<file path="src/rtl/atm_keypad_entry_pkg.sv">
// Shared key codes, entry modes and FSM state encodings for the ATM keypad entry block.
package atm_keypad_entry_pkg;

  localparam logic [3:0] KEY_CLEAR  = 4'hA;
  localparam logic [3:0] KEY_BKSP   = 4'hB;
  localparam logic [3:0] KEY_ENTER  = 4'hC;
  localparam logic [3:0] KEY_CANCEL = 4'hD;

  localparam logic MODE_PIN    = 1'b0;
  localparam logic MODE_AMOUNT = 1'b1;

  typedef enum logic [1:0] {
    IDLE    = 2'd0,
    COLLECT = 2'd1,
    CONVERT = 2'd2,
    DONE    = 2'd3
  } state_t;

endpackage

</file>
<file path="src/rtl/keypad_bcd_converter.sv">
// Serial BCD-to-binary engine: one nibble per cycle, most significant held digit first.
module keypad_bcd_converter (
  input  logic        clk,
  input  logic        rst,
  input  logic        start,
  input  logic [15:0] digits,
  input  logic [2:0]  count,
  output logic [15:0] result,
  output logic        done
);

  logic        vld_p0;
  logic [2:0]  rem_p0;
  logic [15:0] sh_p0;
  logic [15:0] acc_p0;

  // Left-justify the held digits so the oldest one sits in the top nibble.
  function automatic logic [15:0] align_digits(input logic [15:0] d, input logic [2:0] n);
    case (n)
      3'd1:    align_digits = {d[3:0], 12'h000};
      3'd2:    align_digits = {d[7:0], 8'h00};
      3'd3:    align_digits = {d[11:0], 4'h0};
      default: align_digits = d;
    endcase
  endfunction

  always_ff @(posedge clk) begin
    if (rst) begin
      vld_p0 <= 1'b0;
      rem_p0 <= 3'd0;
    end else if (start) begin
      vld_p0 <= (count != 3'd0);
      rem_p0 <= count;
    end else if (vld_p0) begin
      vld_p0 <= (rem_p0 != 3'd1);
      rem_p0 <= rem_p0 - 3'd1;
    end
  end

  always_ff @(posedge clk) begin
    if (start) begin
      acc_p0 <= 16'd0;
      sh_p0  <= align_digits(digits, count);
    end else if (vld_p0) begin
      acc_p0 <= result;
      sh_p0  <= {sh_p0[11:0], 4'h0};
    end
  end

  // acc*10 as (acc<<3)+(acc<<1); the last step is presented combinationally with done.
  assign result = (acc_p0 << 3) + (acc_p0 << 1) + {12'h000, sh_p0[15:12]};
  assign done   = vld_p0 && (rem_p0 == 3'd1);

endmodule

</file>
<file path="src/rtl/atm_keypad_entry.sv">
// Keypad entry front end: collects PIN (packed BCD) or amount (binary) entries.
// Optional inactivity abort enabled by defining KEYPAD_TIMEOUT_EN.
module atm_keypad_entry
  import atm_keypad_entry_pkg::*;
#(
  parameter int MAX_DIGITS     = 4,
  parameter int TIMEOUT_CYCLES = 1000
) (
  input  logic        clk,
  input  logic        rst,
  input  logic        entry_start,
  input  logic        mode,
  input  logic        key_valid,
  input  logic [3:0]  key_code,
  output logic [15:0] value,
  output logic        value_valid,
  output logic        cancelled,
  output logic        timeout,
  output logic        entry_error,
  output logic [2:0]  digit_count,
  output logic        busy
);

  localparam logic [2:0] MAX_CNT = 3'(MAX_DIGITS);

  if (MAX_DIGITS < 1 || MAX_DIGITS > 4 || TIMEOUT_CYCLES < 1 || TIMEOUT_CYCLES > 65535) begin : g_bad_cfg
    $error("atm_keypad_entry: parameter out of range");
  end

  state_t      state, state_nxt;
  logic        mode_r;
  logic [15:0] digits;
  logic        restart, push, clr, pop, key_err, cancel_hit, pin_done, conv_start, tmo_hit;
  logic        conv_done;
  logic [15:0] conv_result;

  keypad_bcd_converter u_conv (
    .clk    (clk),
    .rst    (rst),
    .start  (conv_start),
    .digits (digits),
    .count  (digit_count),
    .result (conv_result),
    .done   (conv_done)
  );

`ifdef KEYPAD_TIMEOUT_EN
  logic [15:0] idle_cnt;

  always_ff @(posedge clk) begin
    if (rst || restart || key_valid) idle_cnt <= 16'd0;
    else if (state == COLLECT)       idle_cnt <= idle_cnt + 16'd1;
  end

  assign tmo_hit = (state == COLLECT) && !entry_start && !key_valid &&
                   (idle_cnt == 16'(TIMEOUT_CYCLES - 1));
`else
  assign tmo_hit = 1'b0;
`endif

  always_ff @(posedge clk) begin
    if (rst) state <= IDLE;
    else     state <= state_nxt;
  end

  always_comb begin
    state_nxt = state;
    case (state)
      IDLE:    if (entry_start) state_nxt = COLLECT;
      COLLECT: begin
        if (restart)                 state_nxt = COLLECT;
        else if (tmo_hit)            state_nxt = IDLE;
        else if (cancel_hit)         state_nxt = IDLE;
        else if (pin_done)           state_nxt = DONE;
        else if (conv_start)         state_nxt = CONVERT;
      end
      CONVERT: if (conv_done) state_nxt = DONE;
      DONE:    state_nxt = IDLE;
      default: state_nxt = IDLE;
    endcase
  end

  // Key decode is only live in COLLECT; a simultaneous entry_start wins over the key.
  always_comb begin
    restart    = entry_start && (state == IDLE || state == COLLECT);
    push       = 1'b0;
    clr        = 1'b0;
    pop        = 1'b0;
    key_err    = 1'b0;
    cancel_hit = 1'b0;
    pin_done   = 1'b0;
    conv_start = 1'b0;
    if (state == COLLECT && !entry_start && key_valid) begin
      if (key_code <= 4'h9) begin
        push    = (digit_count < MAX_CNT);
        key_err = !(digit_count < MAX_CNT);
      end else begin
        case (key_code)
          KEY_CLEAR:  clr = 1'b1;
          KEY_BKSP: begin
            pop     = (digit_count != 3'd0);
            key_err = (digit_count == 3'd0);
          end
          KEY_ENTER: begin
            if (mode_r == MODE_PIN) begin
              pin_done = (digit_count == MAX_CNT);
              key_err  = (digit_count != MAX_CNT);
            end else begin
              conv_start = (digit_count != 3'd0);
              key_err    = (digit_count == 3'd0);
            end
          end
          KEY_CANCEL: cancel_hit = 1'b1;
          default:    ;
        endcase
      end
    end
    value_valid = (state == DONE);
    busy        = (state != IDLE);
  end

  always_ff @(posedge clk) begin
    if (rst) begin
      digits      <= 16'h0000;
      digit_count <= 3'd0;
      value       <= 16'h0000;
      mode_r      <= MODE_PIN;
      entry_error <= 1'b0;
      cancelled   <= 1'b0;
      timeout     <= 1'b0;
    end else begin
      entry_error <= key_err;
      cancelled   <= cancel_hit;
      timeout     <= tmo_hit;
      if (restart) begin
        digits      <= 16'h0000;
        digit_count <= 3'd0;
        mode_r      <= mode;
      end else if (push) begin
        digits      <= {digits[11:0], key_code};
        digit_count <= digit_count + 3'd1;
      end else if (clr) begin
        digits      <= 16'h0000;
        digit_count <= 3'd0;
      end else if (pop) begin
        digits      <= {4'h0, digits[15:4]};
        digit_count <= digit_count - 3'd1;
      end
      if (pin_done)                          value <= digits;
      else if (state == CONVERT && conv_done) value <= conv_result;
    end
  end

endmodule
</file>
<file path="config.mk">
export PLATFORM = sky130hd
export DESIGN_NAME = atm_keypad_entry
export DESIGN_NICKNAME = d
export VERILOG_FILES = /design/src/rtl/atm_keypad_entry_pkg.sv /design/src/rtl/keypad_bcd_converter.sv /design/src/rtl/atm_keypad_entry.sv
export SDC_FILE = /design/constraint.sdc
export NUM_CORES = 1
export LEC_CHECK = 0
export CORE_MARGIN = 2
export CORE_UTILIZATION = 51
export CTS_BUF_LIST = sky130_fd_sc_hd__clkbuf_4 sky130_fd_sc_hd__clkbuf_8
export DETAILED_ROUTE_END_ITERATION = 16
export HOLD_SLACK_MARGIN = 0.1
export PLACE_DENSITY = 0.83
export SYNTH_ARGS = -nofsm -noshare
export SYNTH_HDL_FRONTEND = slang
export SYNTH_HIERARCHICAL = 1
export SYNTH_SLANG_ARGS = --single-unit
export TNS_END_PERCENT = 5
</file>
<file path="constraint.sdc">
create_clock -name clk -period 2.79 [get_ports clk]
set_clock_uncertainty 0.05 [all_clocks]
set_input_delay 0.279 -clock clk [delete_from_list [all_inputs] [get_ports clk]]
set_output_delay 0.279 -clock clk [all_outputs]
set_load 0.005 [all_outputs]
</file>
# Word-level counts from Yosys, hierarchy flattened
# Cells that the tools add are included.
# classes
n_reduce_logical,18
mux,44
magnitude_cmp,2
bitwise_logic,1
addsub,5
n_eq_ne,17
# ops
cell,count
16-bit 2-to-1 mux,7
16-bit case mux with 3 select lines,1
1-bit 2-to-1 mux,23
16-bit adder,1
16-bit by 4-bit adder with 16-bit output,1
"4-bit == test, second input constant",4
3-bit 2-to-1 mux,5
2-bit 2-to-1 mux,6
2-bit case mux with 4 select lines,1
"3-bit by 1-bit == test with 1-bit output, second input constant",2
"3-bit by 2-bit == test with 1-bit output, second input constant",2
2-bit nonzero test,3
3-bit nonzero test,2
"3-bit by 1-bit subtractor with 3-bit output, second input constant",2
1-bit logical AND,5
"5-bit inequality test, second input constant",1
"2-bit == test, second input constant",2
"4-bit less-or-equal comparator, second input constant",1
"2-bit inequality test, second input constant",2
2-bit OR reduction,2
"3-bit by 1-bit adder with 3-bit output, second input constant",1
"3-bit == test, second input constant",1
3-bit zero test,1
"3-bit < comparator, second input constant",1
9 further kinds,10
# totals
wordCells,98
ff_bits,75
in_bits,9

# Depth between registers and ports, before layout
# depth
ltp_word,10
ltp_mapped,12
depth_no_buf,12

# Hierarchy
# Netlist, hierarchy kept.
# by_module_without_submodules
module,instances,cells_each,seq_area_each_um2,area_each_um2
keypad_bcd_converter,1,279,860.8,2581.2
atm_keypad_entry,1,239,800.8,2085.8

# Least setup slack after synthesis
# No wires, ideal clock.
# synth_timing
path_kind,register to register
startpoint,register u_conv.acc_p0[0]
endpoint,register value[12]
path_stages_with_launch,13
setup_slack_ps,94
period_less_slack_ps,2696
t_required_ps,2654
arrival_time_ps,2560
cell_sequence,dfxtp_1 -> inv_1 -> fa_1 -> inv_1 -> fa_1 -> a21oi_1 -> a2bb2oi_1 -> a21oi_2 -> and3_4 -> nor2_1 -> xnor2_1 -> mux2i_1 -> a211oi_1
# synth_between
elab_chain_cells,4
# synth_lines
element,line_no,rtl
from (decl),keypad_bcd_converter.sv:15,logic [15:0] acc_p0;
from (signal assigned),keypad_bcd_converter.sv:45,acc_p0 <= result;
16-bit adder,keypad_bcd_converter.sv:51,"assign result = (acc_p0 << 3) + (acc_p0 << 1) + {12'h000, sh_p0[15:12]};"
16-bit by 4-bit adder with 16-bit output,keypad_bcd_converter.sv:51,
net conv_result[12],atm_keypad_entry.sv:35,logic [15:0] conv_result;
16-bit 2-to-1 mux,atm_keypad_entry.sv:150,else if (state == CONVERT && conv_done) value <= conv_result;
16-bit 2-to-1 mux,atm_keypad_entry.sv:149,if (pin_done) value <= digits;
to (signal assigned),atm_keypad_entry.sv:149,
to (signal assigned),atm_keypad_entry.sv:150,
to (decl),atm_keypad_entry.sv:15,"output logic [15:0] value,"
# The timed path passes the listed nets, and every way through them passes these cells. The select of a mux whose other input is x is not followed.
# A chain may end at the register's enable or synchronous reset.

# Worst setup path in the final report
# layout_timing
startpoint,register u_conv.acc_p0[2]
endpoint,register u_conv.acc_p0[12]
# layout_between
elab_chain_cells,2
# layout_lines
element,line_no
16-bit adder,keypad_bcd_converter.sv:51
16-bit by 4-bit adder with 16-bit output,keypad_bcd_converter.sv:51
# Every way passes these cells.

==> qor.yml <==
max_slew.worst_pin.slew_ps: 1110
start_kind: "flip-flop"
seq_area_frac_synth: 0.3560
die_w_um: 99.66
core_um2: 8806
antenna_cells: 0
die_h_um: 99.66
grt_max_degree: 34
ys_types: 71
area_delta_synth_final_pct: 14.18
grt_pass1_wl_um: 19220
io_buffer_count: 31
routed_wl_um: 11620
use_met2: 0.4075
clk_latency_ps: 350
p_seq_frac: 0.547
slew_violations: 0
path_clk_slew_ps: 80
status: "complete, no violations"
yosys_warnings: 6
ios: 33
dpl_cell_area_um2: 5066
gp_congestion: 0.9393
antenna_found_initial: 0
ir_drop_uv: 345.2
combPwrFrac: 0.095
critical_path_class: "flip-flop to flip-flop"
synth_cells: 518
postLayoutCellArea_um2: 5329
place_ws_ps: -142.9
ant_nets: 0
end_kind: "flip-flop"
num_vias: 4110
layout.nets: 585
async_flop_share: 0
synth_flop_cell: "dfxtp_1"
synth_area_um2: 4667
period_minus_slack_ps: 2701
grtUsageMet3: 0.04849
syn_nets: 560
gr-total-overflow: 0
drtPass1Iterations: 5
power_frac_clock: 0.358
finalHoldViolCount: 0
setup_slack_ps: 89.03
crit_required_ps: 3020
use_met1: 0.3108
drive_gt1_frac: 0.1460
grtUsageTotal: 0.2387
leakage_nw: 2.114
clock_sinks: 75
grt_setup_unrepaired: "yes"
hold-path-cell-count: 2
p_sw_w: 0.0005301
clock_path_buffers: 2
dp.cells: 637
cp.arrival_ps: 2930
wl_per_cell_um: 17.72
hold_ws_ps: 486.7
finalNonFillerCells: 656
grt_pass1_vias: 3910
p_int_w: 0.001519
synth_edf_count: 16
avgSynthCellArea_um2: 9.010
vias_per_cell: 6.265
setup_viol: 0
cp_max_fo: 3
synth_seq_cells: 75
sw_frac_of_total: 0.2586
root_buffer: "clkbuf_8"
power.density_nw_per_um2: 384.6
mostFrequentLayoutCells: "nor2_1, dfxtp_1, a21oi_1"
cts_tree: "yes"
grt_busiest_layer: "met2"
drc: 0
dr.first_iter.drc_count: 289
htree_levels: 3
post-route-period-util: 0.9681
drv_cap: 0
cts_made_buffers: 9
slew_headroom: 0.2574
power_w: 0.002049
hold_class: "flip-flop to flip-flop"
fmax_ghz: 0.3702
dieArea_um2: 9932
layout_commonest_cell: "nor2_1"
reg2reg_depth: 11
rows: 34
hpwl_um: 7901
start_util: 0.5300
-- logic make-up after synthesis --
| group | share of synthesized area |
|---|---|
| simple gates | 0.1673 |
| buf+inv | 0.05147 |
| fa+ha+maj | 0.09169 |
| xor+xnor | 0.02627 |
| compound gates | 0.2190 |
| flops | 0.3560 |
| other cells | 0.0008035 |
| mux | 0.08740 |
-- metal layers --
metal  vias to the layer above  routed length [µm]
met2                       161                5791
met3                        16                 734
li1                       1947                   -
met5                         -                   0
met1                      1986                4933
met4                         0                 165
-- stage by stage --
step	util	setup TNS (ps)
finish	0.6051	0
global route	0.6051	-73.07
CTS	0.5969	0
detailed placement	0.5753	-460.9
global placement	0.5753	-33.23
floorplan	-	0
-- power groups by stage --
stage          registers [W]  clock network [W]  logic (W)
2_1_floorplan        0.00114                  0   0.000132
3_3_place_gp         0.00115                  0   0.000174
3_5_place_dp         0.00115                  0   0.000179
4_1_cts              0.00112           0.000743   0.000183
5_1_grt              0.00112           0.000788   0.000210
6_report             0.00112           0.000733   0.000195
-- path summary, 6_finish.rpt --
| check | startpoint | endpoint | slack [ps] |
|---|---|---|---|
| worst max-delay path | u_conv/acc_p0[2]$_SDFFE_PP0P_ | u_conv/acc_p0[12]$_SDFFE_PP0P_ | 90 |
| worst min-delay path | digits[12]$_SDFFE_PP0P_ | digits[12]$_SDFFE_PP0P_ | 490 |
| worst max register to register | u_conv/acc_p0[2]$_SDFFE_PP0P_ | u_conv/acc_p0[12]$_SDFFE_PP0P_ | 90 |
| worst min register to register | digits[12]$_SDFFE_PP0P_ | digits[12]$_SDFFE_PP0P_ | 490 |
-- repair_timing --
action | 4_1_cts | 5_1_grt
hold buffers | 0 | 0
endpoints found under the setup margin | 7 | 9
pin swaps | 1 | 14
setup buffers | 0 | 3
gates resized for setup | 6 | 13
hold endpoints to repair | 0 | 0
-- cells in the mapped netlist, types with 3 or more instances --
cell      count  area [µm²]
a211oi_1     17       127.6
clkbuf_1     22       82.58
a21oi_2       3       26.28
mux2i_1      31       310.3
edfxtp_1     16       480.5
and2_1        3       18.77
and3_1        5       31.28
nand4b_1      3       26.28
a21o_1        6       45.04
nor2_1       64       240.2
a21oi_1      43       215.2
ha_1         31       387.9
xnor2_1       8       70.07
buf_6         3       33.78
mux2_2        6       67.56
nand2_1      35       131.4
a22oi_1       6       45.04
nor3_1        7       35.03
o22ai_1      12       75.07
nand2b_1      6       37.54
o221a_2       4       45.04
dfxtp_1      59        1181
o31ai_1       4       30.03
a221oi_1      6       52.55
o21ai_0      10       50.05
nand3_1       3       15.01
nand3b_1      3       22.52
inv_1        16       60.06
xor2_1        6       52.55
nor2b_1      12       75.07
o31a_1        7       61.31
buf_2         8       40.04
o21a_1        4       30.03
-- worst max-delay path, cell delays in order (launching register included) --
cell and delay (ps):
dfxtp_2 330, inv_2 40, fa_1 550, inv_2 60
fa_2 360, a21oi_2 180, a2bb2oi_2 190, a21oi_2 130
and3_4 210, buf_4 130, mux2_4 290, o22ai_2 120
-- layout make-up --
cell class	instances	area, µm²
multi-input cells	390	2846
well taps	108	135.1
fillers	741	3477
repair buffers	51	460.4
clock inverters	6	32.53
inverters	16	60.06
clock buffers	10	131.4
flip-flops and latches	75	1663
-- flip-flops by register name (all words and copies together), names as in the netlist, named ones only --
signal and count:
value 16, digit_count 3, u_conv/vld_p0 1, u_conv/rem_p0 3
u_conv/acc_p0 15, cancelled 1, entry_error 1, u_conv/sh_p0 16
mode_r 1, state 1, digits 16
Power figures use the tool's default switching activity.
